--- config.mk ---
export PLATFORM = sky130hd
export DESIGN_NAME = mole_spawner_flat
export DESIGN_NICKNAME = d
export VERILOG_FILES = /design/src/rtl/mole_if.sv /design/src/rtl/mole_spawner.sv /design/src/flat_wrapper.sv
export SDC_FILE = /design/constraint.sdc
export NUM_CORES = 1
export LEC_CHECK = 0
export CORE_MARGIN = 1
export CORE_UTILIZATION = 40
export DETAILED_ROUTE_END_ITERATION = 8
export SYNTH_ARGS = -nofsm -noshare
export SYNTH_HDL_FRONTEND = slang
export SYNTH_SLANG_ARGS = --single-unit
--- constraint.sdc ---
create_clock -name clock_i -period 5.71 [get_ports clock_i]
set_clock_uncertainty 0.05 [all_clocks]
set_input_delay 1.142 -clock clock_i [delete_from_list [all_inputs] [get_ports clock_i]]
set_output_delay 1.142 -clock clock_i [all_outputs]
set_load 0.005 [all_outputs]
--- src/rtl/mole_if.sv ---
// Game-side bundle for the mole spawner: tick/enable/whack in, hole display
// and per-cycle score counts out. The false_whack_o member exists only when
// MOLE_FALSE_WHACK_PENALTY_EN is defined.
interface mole_if #(
   parameter int NUM_HOLES = 16,
   parameter int MAX_MOLES = 2
);
   localparam int CW = $clog2(MAX_MOLES + 1);

   logic                 tick_i;
   logic                 enable_i;
   logic [NUM_HOLES-1:0] whack_i;
   logic [NUM_HOLES-1:0] mole_o;
   logic [CW-1:0]        hit_count_o;
   logic [CW-1:0]        miss_count_o;
   logic [CW-1:0]        active_count_o;
`ifdef MOLE_FALSE_WHACK_PENALTY_EN
   logic                 false_whack_o;

   modport slave (
      input  tick_i, enable_i, whack_i,
      output mole_o, hit_count_o, miss_count_o, active_count_o, false_whack_o
   );
   modport master (
      output tick_i, enable_i, whack_i,
      input  mole_o, hit_count_o, miss_count_o, active_count_o, false_whack_o
   );
`else
   modport slave (
      input  tick_i, enable_i, whack_i,
      output mole_o, hit_count_o, miss_count_o, active_count_o
   );
   modport master (
      output tick_i, enable_i, whack_i,
      input  mole_o, hit_count_o, miss_count_o, active_count_o
   );
`endif
endinterface

--- src/rtl/mole_spawner.sv ---
// Mole-location engine: MAX_MOLES slots cycling EMPTY -> UP -> COOLDOWN,
// holes picked from a free-running 16-bit Galois LFSR, registered per-cycle
// hit/miss counts for the score logic and a hole display vector.
// Optional macro MOLE_FALSE_WHACK_PENALTY_EN adds a registered false_whack_o
// pulse when any whack lands on a hole with no mole up.
module mole_spawner #(
   parameter int          NUM_HOLES  = 16,
   parameter int          MAX_MOLES  = 2,
   parameter int          LIFE_TICKS = 8,
   parameter int          GAP_TICKS  = 2,
   parameter logic [15:0] LFSR_SEED  = 16'hACE1
) (
   input logic   clock_i,
   input logic   reset_i,
   mole_if.slave bus
);
   localparam int          HW     = (NUM_HOLES > 1) ? $clog2(NUM_HOLES) : 1;
   localparam int          CW     = $clog2(MAX_MOLES + 1);
   localparam logic [7:0]  LIFE_T = 8'(LIFE_TICKS);
   localparam logic [7:0]  GAP_T  = 8'(GAP_TICKS);
   // x^16+x^14+x^13+x^11 in right-shifting Galois form
   localparam logic [15:0] TAPS   = 16'hB400;

   typedef enum logic [1:0] {
      S_EMPTY = 2'd0,
      S_UP    = 2'd1,
      S_COOL  = 2'd2
   } slot_state_e;

   slot_state_e          state_q [MAX_MOLES];
   slot_state_e          state_d [MAX_MOLES];
   logic [7:0]           timer_q [MAX_MOLES];
   logic [7:0]           timer_d [MAX_MOLES];
   logic [HW-1:0]        hole_q  [MAX_MOLES];
   logic [HW-1:0]        hole_d  [MAX_MOLES];
   logic [15:0]          lfsr_q;
   logic [15:0]          lfsr_d;
   logic [CW-1:0]        hit_q;
   logic [CW-1:0]        hit_d;
   logic [CW-1:0]        miss_q;
   logic [CW-1:0]        miss_d;

   logic [NUM_HOLES-1:0] slot_onehot [MAX_MOLES];
   logic [MAX_MOLES-1:0] slot_up;
   logic [MAX_MOLES-1:0] slot_whacked;
   logic [MAX_MOLES-1:0] slot_clash;
   logic [NUM_HOLES-1:0] mole_vec;
   logic [CW-1:0]        active_sum;
   logic [HW-1:0]        cand_hole;
   logic                 tick_en;

   assign tick_en   = bus.tick_i & bus.enable_i;
   assign cand_hole = HW'(lfsr_q % 16'(NUM_HOLES));
   assign lfsr_d    = {1'b0, lfsr_q[15:1]} ^ (lfsr_q[0] ? TAPS : 16'h0000);

   // Per-slot decode from registered state only
   genvar gi;
   generate
      for (gi = 0; gi < MAX_MOLES; gi++) begin : g_slot
         assign slot_up[gi]      = (state_q[gi] == S_UP);
         assign slot_onehot[gi]  = slot_up[gi] ? (NUM_HOLES'(1) << hole_q[gi]) : '0;
         assign slot_whacked[gi] = slot_up[gi] & bus.whack_i[hole_q[gi]];
         assign slot_clash[gi]   = slot_up[gi] & (hole_q[gi] == cand_hole);
      end
   endgenerate

   // State register: slots, LFSR and the one-cycle event counts
   always_ff @(posedge clock_i) begin
      if (!reset_i) begin
         for (int s = 0; s < MAX_MOLES; s++) begin
            state_q[s] <= S_EMPTY;
            timer_q[s] <= '0;
            hole_q[s]  <= '0;
         end
         lfsr_q <= LFSR_SEED;
         hit_q  <= '0;
         miss_q <= '0;
      end else begin
         for (int s = 0; s < MAX_MOLES; s++) begin
            state_q[s] <= state_d[s];
            timer_q[s] <= timer_d[s];
            hole_q[s]  <= hole_d[s];
         end
         lfsr_q <= lfsr_d;
         hit_q  <= hit_d;
         miss_q <= miss_d;
      end
   end

   // Next state: whack beats escape, cooldown expiry, one spawn per enabled tick
   always_comb begin
      logic empty_seen;
      empty_seen = 1'b0;
      hit_d      = '0;
      miss_d     = '0;
      for (int s = 0; s < MAX_MOLES; s++) begin
         state_d[s] = state_q[s];
         timer_d[s] = timer_q[s];
         hole_d[s]  = hole_q[s];
         case (state_q[s])
            S_EMPTY: begin
               // Only the lowest free slot may claim the candidate; a clash
               // with a live mole cancels the spawn for this tick entirely.
               if (!empty_seen) begin
                  empty_seen = 1'b1;
                  if (tick_en && !(|slot_clash)) begin
                     state_d[s] = S_UP;
                     timer_d[s] = LIFE_T;
                     hole_d[s]  = cand_hole;
                  end
               end
            end
            S_UP: begin
               if (slot_whacked[s]) begin
                  state_d[s] = S_COOL;
                  timer_d[s] = GAP_T;
                  hit_d      = hit_d + CW'(1);
               end else if (tick_en) begin
                  if (timer_q[s] == 8'd1) begin
                     state_d[s] = S_COOL;
                     timer_d[s] = GAP_T;
                     miss_d     = miss_d + CW'(1);
                  end else begin
                     timer_d[s] = timer_q[s] - 8'd1;
                  end
               end
            end
            S_COOL: begin
               // Expiry at zero needs no tick, so a zero gap frees the slot
               // on the very next clock.
               if (timer_q[s] == 8'd0) begin
                  state_d[s] = S_EMPTY;
               end else if (tick_en) begin
                  timer_d[s] = timer_q[s] - 8'd1;
               end
            end
            default: begin
               state_d[s] = S_EMPTY;
               timer_d[s] = '0;
            end
         endcase
      end
   end

   // Outputs: display vector and live-mole count from registered slot state
   always_comb begin
      mole_vec   = '0;
      active_sum = '0;
      for (int s = 0; s < MAX_MOLES; s++) begin
         mole_vec   = mole_vec | slot_onehot[s];
         active_sum = active_sum + CW'(slot_up[s]);
      end
   end

   assign bus.mole_o         = mole_vec;
   assign bus.hit_count_o    = hit_q;
   assign bus.miss_count_o   = miss_q;
   assign bus.active_count_o = active_sum;

`ifdef MOLE_FALSE_WHACK_PENALTY_EN
   logic false_whack_q;

   // Single pulse when any whack bit lands on an empty hole
   always_ff @(posedge clock_i) begin
      if (!reset_i) begin
         false_whack_q <= 1'b0;
      end else begin
         false_whack_q <= |(bus.whack_i & ~mole_vec);
      end
   end

   assign bus.false_whack_o = false_whack_q;
`endif

endmodule
--- src/flat_wrapper.sv ---
// flat-port wrapper written by rule: the top's interface ports become plain ports
module mole_spawner_flat 
#(
   parameter int          NUM_HOLES  = 16,
   parameter int          MAX_MOLES  = 2,
   parameter int          LIFE_TICKS = 8,
   parameter int          GAP_TICKS  = 2,
   parameter logic [15:0] LFSR_SEED  = 16'hACE1
)
  (clock_i, reset_i, bus_tick_i, bus_enable_i, bus_whack_i, bus_mole_o, bus_hit_count_o, bus_miss_count_o, bus_active_count_o);
  mole_if #(.NUM_HOLES(NUM_HOLES), .MAX_MOLES(MAX_MOLES)) bus_i ();
  input logic clock_i;
  input logic reset_i;
  input wire logic [$bits(bus_i.tick_i)-1:0] bus_tick_i;
  input wire logic [$bits(bus_i.enable_i)-1:0] bus_enable_i;
  input wire logic [$bits(bus_i.whack_i)-1:0] bus_whack_i;
  output wire logic [$bits(bus_i.mole_o)-1:0] bus_mole_o;
  output wire logic [$bits(bus_i.hit_count_o)-1:0] bus_hit_count_o;
  output wire logic [$bits(bus_i.miss_count_o)-1:0] bus_miss_count_o;
  output wire logic [$bits(bus_i.active_count_o)-1:0] bus_active_count_o;
  assign bus_i.tick_i = bus_tick_i;
  assign bus_i.enable_i = bus_enable_i;
  assign bus_i.whack_i = bus_whack_i;
  assign bus_mole_o = bus_i.mole_o;
  assign bus_hit_count_o = bus_i.hit_count_o;
  assign bus_miss_count_o = bus_i.miss_count_o;
  assign bus_active_count_o = bus_i.active_count_o;
  mole_spawner #(.NUM_HOLES(NUM_HOLES), .MAX_MOLES(MAX_MOLES), .LIFE_TICKS(LIFE_TICKS), .GAP_TICKS(GAP_TICKS), .LFSR_SEED(LFSR_SEED)) u_core (.clock_i(clock_i), .reset_i(reset_i), .bus(bus_i));
endmodule
==> flow_metrics.tcl, run 1 <==
set metrics [dict create \
    status "finished, final reports clean" \
    tightestPinTransition_ps 822 \
    ff2ff_setup_slack_ps 2740 \
    die_w_microns 85.4 \
    gp_congestion 0.793 \
    final_common_cell "dfxtp_1" \
    ys_async_sr_fraction_pct 0 \
    viasPerCell 5.57 \
    final_max_slew_viol_count 0 \
    fin_ws_ps 2200 \
    yosysUniqueCellTypes 53 \
    crit_chain "clkdlybuf4s50_1 -> mux4_1 -> mux4_2 -> nor2_1 -> a2bb2o_1 -> and2_4 -> and3b_1 -> a221o_1" \
    grt_max_degree 27 \
    synth_nets 355 \
    core_area_sq_mm 0.00676 \
    ff_latch_area_sq_um 961 \
    crit_fanout 5 \
    insertion_delay_ps 310 \
    internal-power_mw 0.489 \
    cts.repair.resized 0 \
    place_worst_setup_slack_ps 1910 \
    end_kind "flop" \
    worstPathRequired_ps 5920 \
    grt_pass1_wl_microns 10700 \
    maxSlewHeadroom_pct 44.7 \
    syn_area_sq_mm 0.00278 \
    synth-seq-area-share_pct 34.5 \
    crit_start "bus_whack_i[3]" \
    antennaDiodeCount 0 \
    fin_nets 390 \
    post-route-period-util_pct 61.6 \
    p_total_mw 0.683 \
    p_sw_share_pct 28.4 \
    top_level_ports 42 \
    wirelength_microns 6380 \
    min_to "u_core.lfsr_q[5]$_SDFF_PN1_" \
    multi_input_comb_area_sq_mm 0.00171 \
    synthFlopType "dfxtp_1" \
    pwr-share-clk_pct 31.5 \
    dr.pass1.iters 4 \
    ant_nets 0 \
    cts_root_buffer "clkbuf_8" \
    min_from "u_core.lfsr_q[6]$_SDFF_PN1_" \
    setup_tns_ps 0 \
    start_util_pct 41.2 \
    drt_iter0_markers 142 \
    cap_viol_max_count 0 \
    rsz0062_at_grt "no" \
    num_vias 2475 \
    grt_overflow 0 \
    rr_worst_depth 7 \
    cts_buffers 5 \
    synth-edff-count 0 \
    synth_seq_cells 48 \
    worst_setup_path_start_kind "input port" \
    r2r-start "u_core.hole_q[0][5]$_SDFFE_PN0P_" \
    path_class "in -> reg" \
    p_sw_mw 0.194 \
    arrival_ps 3720 \
    final_cell_mix "48 x dfxtp_1, 41 x clkdlybuf4s50_1, 31 x nor2_1" \
    grt_pass1_vias 2268 \
    postCtsSetupBuffers 0 \
    hold_path_class "reg -> reg" \
    fmax_mhz 285 \
    areaGrowthSynthToFinish_pct 19.4 \
    cpPeakStageDelay_ps 530 \
    crit_slowest_cell "mux4_2" \
    cts.path.max_buffers 2 \
    drcViolationCount 0 \
    ctsHoldBuffers 0 \
    p_leak_nw 1.21 \
    fin_hold_ws_ps 373 \
    drive_above_1_share_pct 5.77 \
    avgRoutedWirePerCell_microns 14.4 \
    hold_violations 0 \
    hpwlAfterDp_microns 4800 \
    cts.sinks 48 \
    die-area_sq_mm 0.00729 \
    h-tree-depth 2 \
    final-setup-viol-count 0 \
    power_frac_seq_pct 53.0 \
    grt_usage_pct 18.1 \
    synth_cells 328 \
    synth_area_per_cell_sq_um 8.48 \
    antenna_found_initial 0 \
    cts_tree "built" \
    clkTransAtPathRegs_ps 100 \
    fill_cells 649 \
    hold_depth 1 \
    die_y_microns 85.4 \
    power_frac_comb_pct 15.5 \
    power_density_mw_per_mm2 206 \
    rr_endpoint "u_core.timer_q[0][14]$_SDFFE_PN0P_" \
    yosys_warnings 0 \
    period_minus_slack_ps 3510 \
    numPortBuffers 41 \
    placement_rows 30 \
    peakVddDrop_mv 0.178 \
]
==> cells in the mapped netlist (2+ instances only) <==
| cell | n | share of area [%] |
|---|---|---|
| mux4_2 | 3 | 2.4 |
| mux2i_1 | 9 | 3.2 |
| nor2_1 | 31 | 4.2 |
| inv_1 | 10 | 1.3 |
| nand4_1 | 5 | 1.1 |
| and2_1 | 9 | 2.0 |
| or4_1 | 2 | 0.54 |
| nand2b_1 | 21 | 4.7 |
| o21ai_0 | 11 | 2.0 |
| xnor2_1 | 13 | 4.1 |
| and3_1 | 4 | 0.90 |
| nor4_1 | 3 | 0.67 |
| o22ai_1 | 17 | 3.8 |
| nand2_1 | 30 | 4.0 |
| o32ai_1 | 2 | 0.63 |
| dfxtp_1 | 48 | 35 |
| buf_2 | 6 | 1.1 |
| o41ai_1 | 2 | 0.63 |
| nor3_1 | 9 | 1.6 |
| mux4_1 | 3 | 2.8 |
| a21oi_1 | 16 | 2.9 |
| nand3b_1 | 2 | 0.54 |
| and3b_1 | 2 | 0.63 |
| a31oi_1 | 3 | 0.67 |
| or3_1 | 5 | 1.1 |
| mux2_2 | 2 | 0.81 |
| nand3_1 | 10 | 1.8 |
| ha_1 | 7 | 3.1 |
| clkbuf_1 | 6 | 0.81 |
| o211ai_1 | 10 | 2.7 |
| a221o_1 | 3 | 1.1 |
| nor2b_1 | 2 | 0.45 |
| or2_2 | 2 | 0.45 |
==> sequential cells by signal, summed over array words and instances, names as in the netlist <==
register and count:
u_core.bus.hit_count_o 2, u_core.bus.miss_count_o 2, u_core.hole_q 8, u_core.lfsr_q 16, u_core.state_q 4, u_core.timer_q 16
==> worst max-delay path: cells and delay by family <==
family,cells,cell delay [ps]
buffers and inverters,1,450
multiplexers,2,1050
AND/OR/NAND/NOR,3,680
AO/OA/AOI/OAI,2,400
==> stage by stage <==
stage               instance area, sq um  utilization [%]  std cells
floorplan                           2780                -        328
global placement                    3230             47.8        436
detailed placement                  3230             47.8        436
CTS                                 3320             49.2        444
global route                        3320             49.2        444
finish                              3320             49.2        444
==> routing by layer <==
metal / vias up / track usage, % / routed length (microns)
met5: - / 0 / 0
met4: 0 / 4.39 / 48
met3: 6 / 3.21 / 255
met2: 56 / 27.8 / 2870
met1: 1139 / 26.3 / 3200
li1: 1274 / - / -
==> power by group through the flow <==
stage,Combinational (mW),Sequential (mW),Clock (mW)
detailed placement,0.105,0.370,0
finish,0.106,0.362,0.215
CTS,0.106,0.362,0.222
floorplan,0.0751,0.363,0
global placement,0.105,0.370,0
global route,0.118,0.365,0.236
==> layout make-up <==
cell class | instances | share of cell area (%)
inverters | 11 | 1.24
repair buffers | 42 | 12.6
clock buffers | 5 | 2.07
well taps | 80 | 3.01
multi-input cells | 255 | 51.4
clock inverters | 3 | 0.753
flip-flops and latches | 48 | 28.9
==> kinds of logic (layout without fill, tap and decap cells) <==
logic type / count (synthesis) / after routing / synth area share, %
simple gates: 140 / 140 / 26.0
compound gates: 78 / 78 / 18.9
flops: 48 / 48 / 34.5
buf+inv: 25 / 61 / 4.05
mux: 17 / 17 / 9.31
xor+xnor: 13 / 13 / 4.09
fa+ha+maj: 7 / 7 / 3.15
==> worst max path at each step <==
stage / endpoint / slack, ps / depth (start not counted)
2_1_floorplan: u_core.timer_q[0][2]$_SDFFE_PN0P_ / 2530 / 7
3_3_place_gp: u_core.timer_q[0][2]$_SDFFE_PN0P_ / 1940 / 8
5_1_grt: u_core.timer_q[0][14]$_SDFFE_PN0P_ / 2090 / 8
6_report: u_core.timer_q[0][2]$_SDFFE_PN0P_ / 2200 / 8
4_1_cts: u_core.timer_q[0][2]$_SDFFE_PN0P_ / 2240 / 8
3_5_place_dp: u_core.timer_q[0][2]$_SDFFE_PN0P_ / 1910 / 8
(Power assumes the default switching activity.)
==> run 2, diff against run 1 <==
clock period = 3.62 ns   (was 5.71 ns; I/O delays follow)
==> run 2 against run 1 <==
Utilization grew 0.41 points; sequential power increased by 58%; critical endpoint unchanged; sequential share of layout area down 0.24 points; highest routed layer unchanged.
==> flow_metrics.tcl, run 2 (synthesis results as in run 1) <==
set metrics [dict create \
    status "finished, final reports clean" \
    grt_pass1_vias 2287 \
    peakVddDrop_mv 0.245 \
    r2r-start "u_core.hole_q[0][1]$_SDFFE_PN0P_" \
    hpwlAfterDp_microns 4840 \
    maxSlewHeadroom_pct 44.1 \
    p_sw_mw 0.278 \
    final_max_slew_viol_count 0 \
    p_sw_share_pct 25.1 \
    fin_hold_ws_ps 368 \
    ff2ff_setup_slack_ps 700 \
    placement_rows 30 \
    critPathBufInv 1 \
    antennaDiodeCount 0 \
    clkTransAtPathRegs_ps 90 \
    place_worst_setup_slack_ps 217 \
    ant_nets 0 \
    post-route-period-util_pct 85.4 \
    path_class "in -> reg" \
    tightestPinTransition_ps 832 \
    setup_tns_ps 0 \
    hold_violations 0 \
    fin_nets 393 \
    pwr-share-clk_pct 33.2 \
    internal-power_mw 0.832 \
    fill_cells 648 \
    met3_usage_pct 2.92 \
    grt_pass1_wl_microns 10700 \
    antenna_found_initial 0 \
    grt_overflow 0 \
    worst_setup_path_start_kind "input port" \
    power_density_mw_per_mm2 331 \
    power_frac_seq_pct 51.5 \
    arrival_ps 3230 \
    cts.repair.resized 0 \
    gp_congestion 0.881 \
    viasPerCell 5.67 \
    final-setup-viol-count 0 \
    cts.sinks 48 \
    min_from "u_core.lfsr_q[12]$_SDFF_PN0_" \
    p_total_mw 1.11 \
    power_frac_comb_pct 15.3 \
    fin_cells 445 \
    grt_util_met1_pct 25.1 \
    busiest_layer "met2" \
    dr.pass1.iters 4 \
    grt_util_met2_pct 30.0 \
    core_area_sq_mm 0.00676 \
    crit_chain "clkdlybuf4s50_1 -> mux4_1 -> mux4_2 -> o21ai_2 -> nand3_2 -> and2_4 -> and3b_1 -> a221o_1" \
    crit_family "multiplexers" \
    hold_path_class "reg -> reg" \
    cts_buffers 5 \
    die_y_microns 85.4 \
    areaGrowthSynthToFinish_pct 20.4 \
    die-area_sq_mm 0.00729 \
    grt_usage_pct 18.4 \
    wirelength_microns 6480 \
    p_leak_nw 1.23 \
    min_to "u_core.lfsr_q[11]$_SDFF_PN1_" \
    drive_above_1_share_pct 6.03 \
    rsz0062_at_grt "no" \
    rr_worst_depth 7 \
    drt_iter0_markers 96 \
    avgRoutedWirePerCell_microns 14.6 \
    numPortBuffers 41 \
    cts_tree "built" \
    insertion_delay_ps 300 \
    final_cell_mix "48 x dfxtp_1, 41 x clkdlybuf4s50_1, 31 x nor2_1" \
    drcViolationCount 0 \
    grt_max_degree 27 \
    postCtsSetupBuffers 0 \
    num_vias 2522 \
    end_kind "flop" \
    crit_fanout 7 \
    ctsHoldBuffers 0 \
    rr_endpoint "u_core.timer_q[0][2]$_SDFFE_PN0P_" \
    die_w_microns 85.4 \
    fin_ws_ps 529 \
    cap_viol_max_count 0 \
    dp_cells 439 \
    crit_slowest_cell "mux4_2" \
    reg_top3 "u_core.lfsr_q (16), u_core.timer_q (16), u_core.hole_q (8)" \
    final_common_cell "dfxtp_1" \
    start_util_pct 41.2 \
    worstPathRequired_ps 3760 \
    fmax_mhz 323 \
    cpPeakStageDelay_ps 540 \
    period_minus_slack_ps 3090 \
    top_level_ports 42 \
    h-tree-depth 2 \
    cts_root_buffer "clkbuf_8" \
    cp.depth 8 \
    hold_depth 1 \
    cts.path.max_buffers 2 \
]
run 2: power groups by stage:
| stage | sequential, mW | clock, mW | combinational [mW] |
|---|---|---|---|
| after floorplan | 0.573 | 0 | 0.119 |
| after global placement | 0.584 | 0 | 0.168 |
| after detailed placement | 0.583 | 0 | 0.170 |
| after CTS | 0.571 | 0.377 | 0.170 |
| after global routing | 0.574 | 0.397 | 0.190 |
| final | 0.571 | 0.368 | 0.170 |
run 2: worst reg2reg max path: cells and delay by family, from the launching register on:
kind            cells  cell delay (ps)
flops               1              610
mux                 2             1160
compound gates      2              430
simple gates        3              590
run 2: stage by stage:
step | util [%] | area (sq um)
3_5_place_dp | 48.1 | 3250
3_3_place_gp | 48.1 | 3250
4_1_cts | 49.6 | 3350
5_1_grt | 49.6 | 3350
6_report | 49.6 | 3350
2_1_floorplan | - | 2780
run 2: how the worst max path moves through the flow:
stage / to / slack, ps / startpoint
final: u_core.timer_q[0][2]$_SDFFE_PN0P_ / 530 / bus_whack_i[3]
after global routing: u_core.timer_q[0][2]$_SDFFE_PN0P_ / 420 / bus_whack_i[3]
after CTS: u_core.timer_q[0][2]$_SDFFE_PN0P_ / 540 / bus_whack_i[3]
after detailed placement: u_core.timer_q[0][2]$_SDFFE_PN0P_ / 220 / bus_whack_i[3]
after global placement: u_core.timer_q[0][2]$_SDFFE_PN0P_ / 270 / bus_whack_i[3]
after floorplan: u_core.timer_q[0][2]$_SDFFE_PN0P_ / 860 / bus_whack_i[3]
run 2: per-layer routing:
layer | up-vias | share of wire, %
met5 | - | 0
met2 | 48 | 48
met3 | 6 | 2.8
li1 | 1268 | -
met1 | 1200 | 48
met4 | 0 | 0.79
run 2: cell type report:
type | instances | area, sq um | area share [%]
multi-input combinational | 255 | 1710 | 51.0
sequential | 48 | 961 | 28.7
timing repair buffer | 45 | 440 | 13.1
tap | 80 | 100 | 2.99
clock buffer | 5 | 68.8 | 2.05
inverter | 11 | 41.3 | 1.23
clock inverter | 1 | 30.0 | 0.897
==> run 3, diff against run 2 <==
SLEW_MARGIN = 40   (was not set)
clock period = 2.7 ns   (was 3.62 ns; I/O delays follow)
==> run 3 against run 2 <==
Sequential power up 34%; register-to-register slack worse by 520 ps; combinational power up 49%; final area up 6.9%; via count up 1.9%; setup slack worse by 440 ps; first-iteration DRC count up 22%; final cell count up 6.7%; non-clock buffer count up 28; hold slack better by 2.4 ps; total power up 40%; largest power group unchanged; highest routed layer unchanged.
==> flow_metrics.tcl, run 3 (synthesis results as in run 1) <==
set metrics [dict create \
    crit_family "buffers and inverters" \
    p_leak_nw 1.43 \
    peakVddDrop_mv 0.464 \
    ant_nets 0 \
    fin_ws_ps 90.3 \
    cts_buffers 5 \
    reg_top3 "u_core.lfsr_q (16), u_core.timer_q (16), u_core.hole_q (8)" \
    grt_overflow 0 \
    status "finished, final reports clean" \
    num_vias 2570 \
    cap_viol_max_count 0 \
    drive_above_1_share_pct 15.9 \
    insertion_delay_ps 300 \
    rr_endpoint "u_core.timer_q[0][14]$_SDFFE_PN0P_" \
    top_level_ports 42 \
    end_kind "primary output" \
    ff2ff_setup_slack_ps 180 \
    die-area_sq_mm 0.00729 \
    post-route-period-util_pct 96.7 \
    die_y_microns 85.4 \
    cts_tree "built" \
    avgRoutedWirePerCell_microns 14.1 \
    power_density_mw_per_mm2 432 \
    arrival_ps 2020 \
    fin_nets 421 \
    crit_slowest_cell "clkdlybuf4s50_1" \
    start_util_pct 41.2 \
    p_total_mw 1.55 \
    core_area_sq_mm 0.00676 \
    tightestPinTransition_ps 727 \
    fin_util_pct 53.0 \
    crit_fanout 6 \
    min_from "u_core.lfsr_q[12]$_SDFF_PN0_" \
    hold_violations 0 \
    critPathBufInv 2 \
    ctsHoldBuffers 0 \
    final_max_slew_viol_count 0 \
    rr_worst_depth 8 \
    path_class "reg -> out" \
    cpPeakStageDelay_ps 530 \
    fmax_mhz 383 \
    final-setup-viol-count 0 \
    wirelength_microns 6690 \
    rsz0062_at_grt "no" \
    r2r-start "u_core.hole_q[0][5]$_SDFFE_PN0P_" \
    placement_rows 30 \
    gp_congestion 0.850 \
    fin_hold_ws_ps 371 \
    grt_usage_pct 19.1 \
    grt_pass1_wl_microns 11400 \
    antennaDiodeCount 0 \
    hpwlAfterDp_microns 5140 \
    viasPerCell 5.41 \
    final_common_cell "dfxtp_1" \
    hold_depth 1 \
    cts.path.max_buffers 2 \
    drt_iter0_markers 117 \
    grt_pass1_vias 2409 \
    grt_max_degree 26 \
    drcViolationCount 0 \
    final_cell_mix "45 x dfxtp_1, 32 x buf_4, 31 x nor2_1" \
    dr.pass1.iters 4 \
    period_minus_slack_ps 2610 \
    place_worst_setup_slack_ps -330 \
    worstPathRequired_ps 2110 \
    cts_root_buffer "clkbuf_8" \
    cts.sinks 48 \
    clkTransAtPathRegs_ps 90 \
    areaGrowthSynthToFinish_pct 28.7 \
    numPortBuffers 41 \
    die_w_microns 85.4 \
    h-tree-depth 2 \
    worst_setup_path_start_kind "flop" \
    antenna_found_initial 0 \
    maxSlewHeadroom_pct 51.1 \
    min_to "u_core.lfsr_q[11]$_SDFF_PN1_" \
    hold_path_class "reg -> reg" \
    crit_chain "nand2b_1 -> buf_4 -> or3_4 -> o22ai_1 -> clkdlybuf4s50_1" \
]
run 3: worst max path at each step:
stage | startpoint | endpoint | slack (ps) | cells after the start
2_1_floorplan | bus_whack_i[3] | u_core.timer_q[0][2]$_SDFFE_PN0P_ | 130 | 7
6_report | u_core.state_q[0][3]$_SDFFE_PN0P_ | bus_mole_o[0] | 90 | 5
4_1_cts | bus_whack_i[2] | u_core.timer_q[0][2]$_SDFFE_PN0P_ | 0.5 | 8
3_5_place_dp | bus_whack_i[3] | u_core.timer_q[0][2]$_SDFFE_PN0P_ | -330 | 8
5_1_grt | u_core.state_q[0][1]$_SDFFE_PN0P_ | bus_mole_o[15] | 1 | 5
3_3_place_gp | bus_whack_i[15] | u_core.timer_q[0][2]$_SDFFE_PN0P_ | -320 | 8
run 3: cell type report:
cell class,instances,area [sq um]
Clock inverter,3,46.3
Inverter,11,41.3
Tap cell,80,100
Timing Repair Buffer,73,644
Fill cell,650,3180
Sequential cell,48,965
Multi-Input combinational cell,255,1720
Clock buffer,5,68.8
run 3: report_power, final:
group	total [mW]	leakage, nW	internal, mW	switching [mW]
clock	0.531	0.0548	0.279	0.252
sequential	0.764	0.394	0.737	0.0269
combinational	0.253	0.979	0.128	0.126
total	1.55	1.43	1.14	0.404
run 3: timing repair:
action	in CTS	in global routing
buffers inserted	1	1
endpoints found under the hold margin	0	0
pin swaps	3	3
resized for setup	16	12
endpoints found under the setup margin	1	10
run 3: layer usage:
metal  up-vias  wire length [microns]  track usage (%)
li1       1329                      -                -
met1      1216                   3480             27.2
met2        23                   3070             31.2
met3         2                    119             3.02
met4         0                     22             3.33
met5         -                      0                0
run 3: metrics by stage:
stage,std cells,setup TNS [ps],area (sq um)
2_1_floorplan,328,0,2780
3_3_place_gp,465,-4050,3450
3_5_place_dp,465,-4020,3450
4_1_cts,474,0,3540
5_1_grt,475,0,3580
6_report,475,0,3580
run 3: worst reg2reg max path, cell delays in order (launching register included):
cell and delay (ps):
dfxtp_1 540, mux4_2 550, o22ai_1 150, or3_1 160
nand3_1 110, o211ai_1 460, buf_4 220, o21ai_0 80
a21oi_1 130
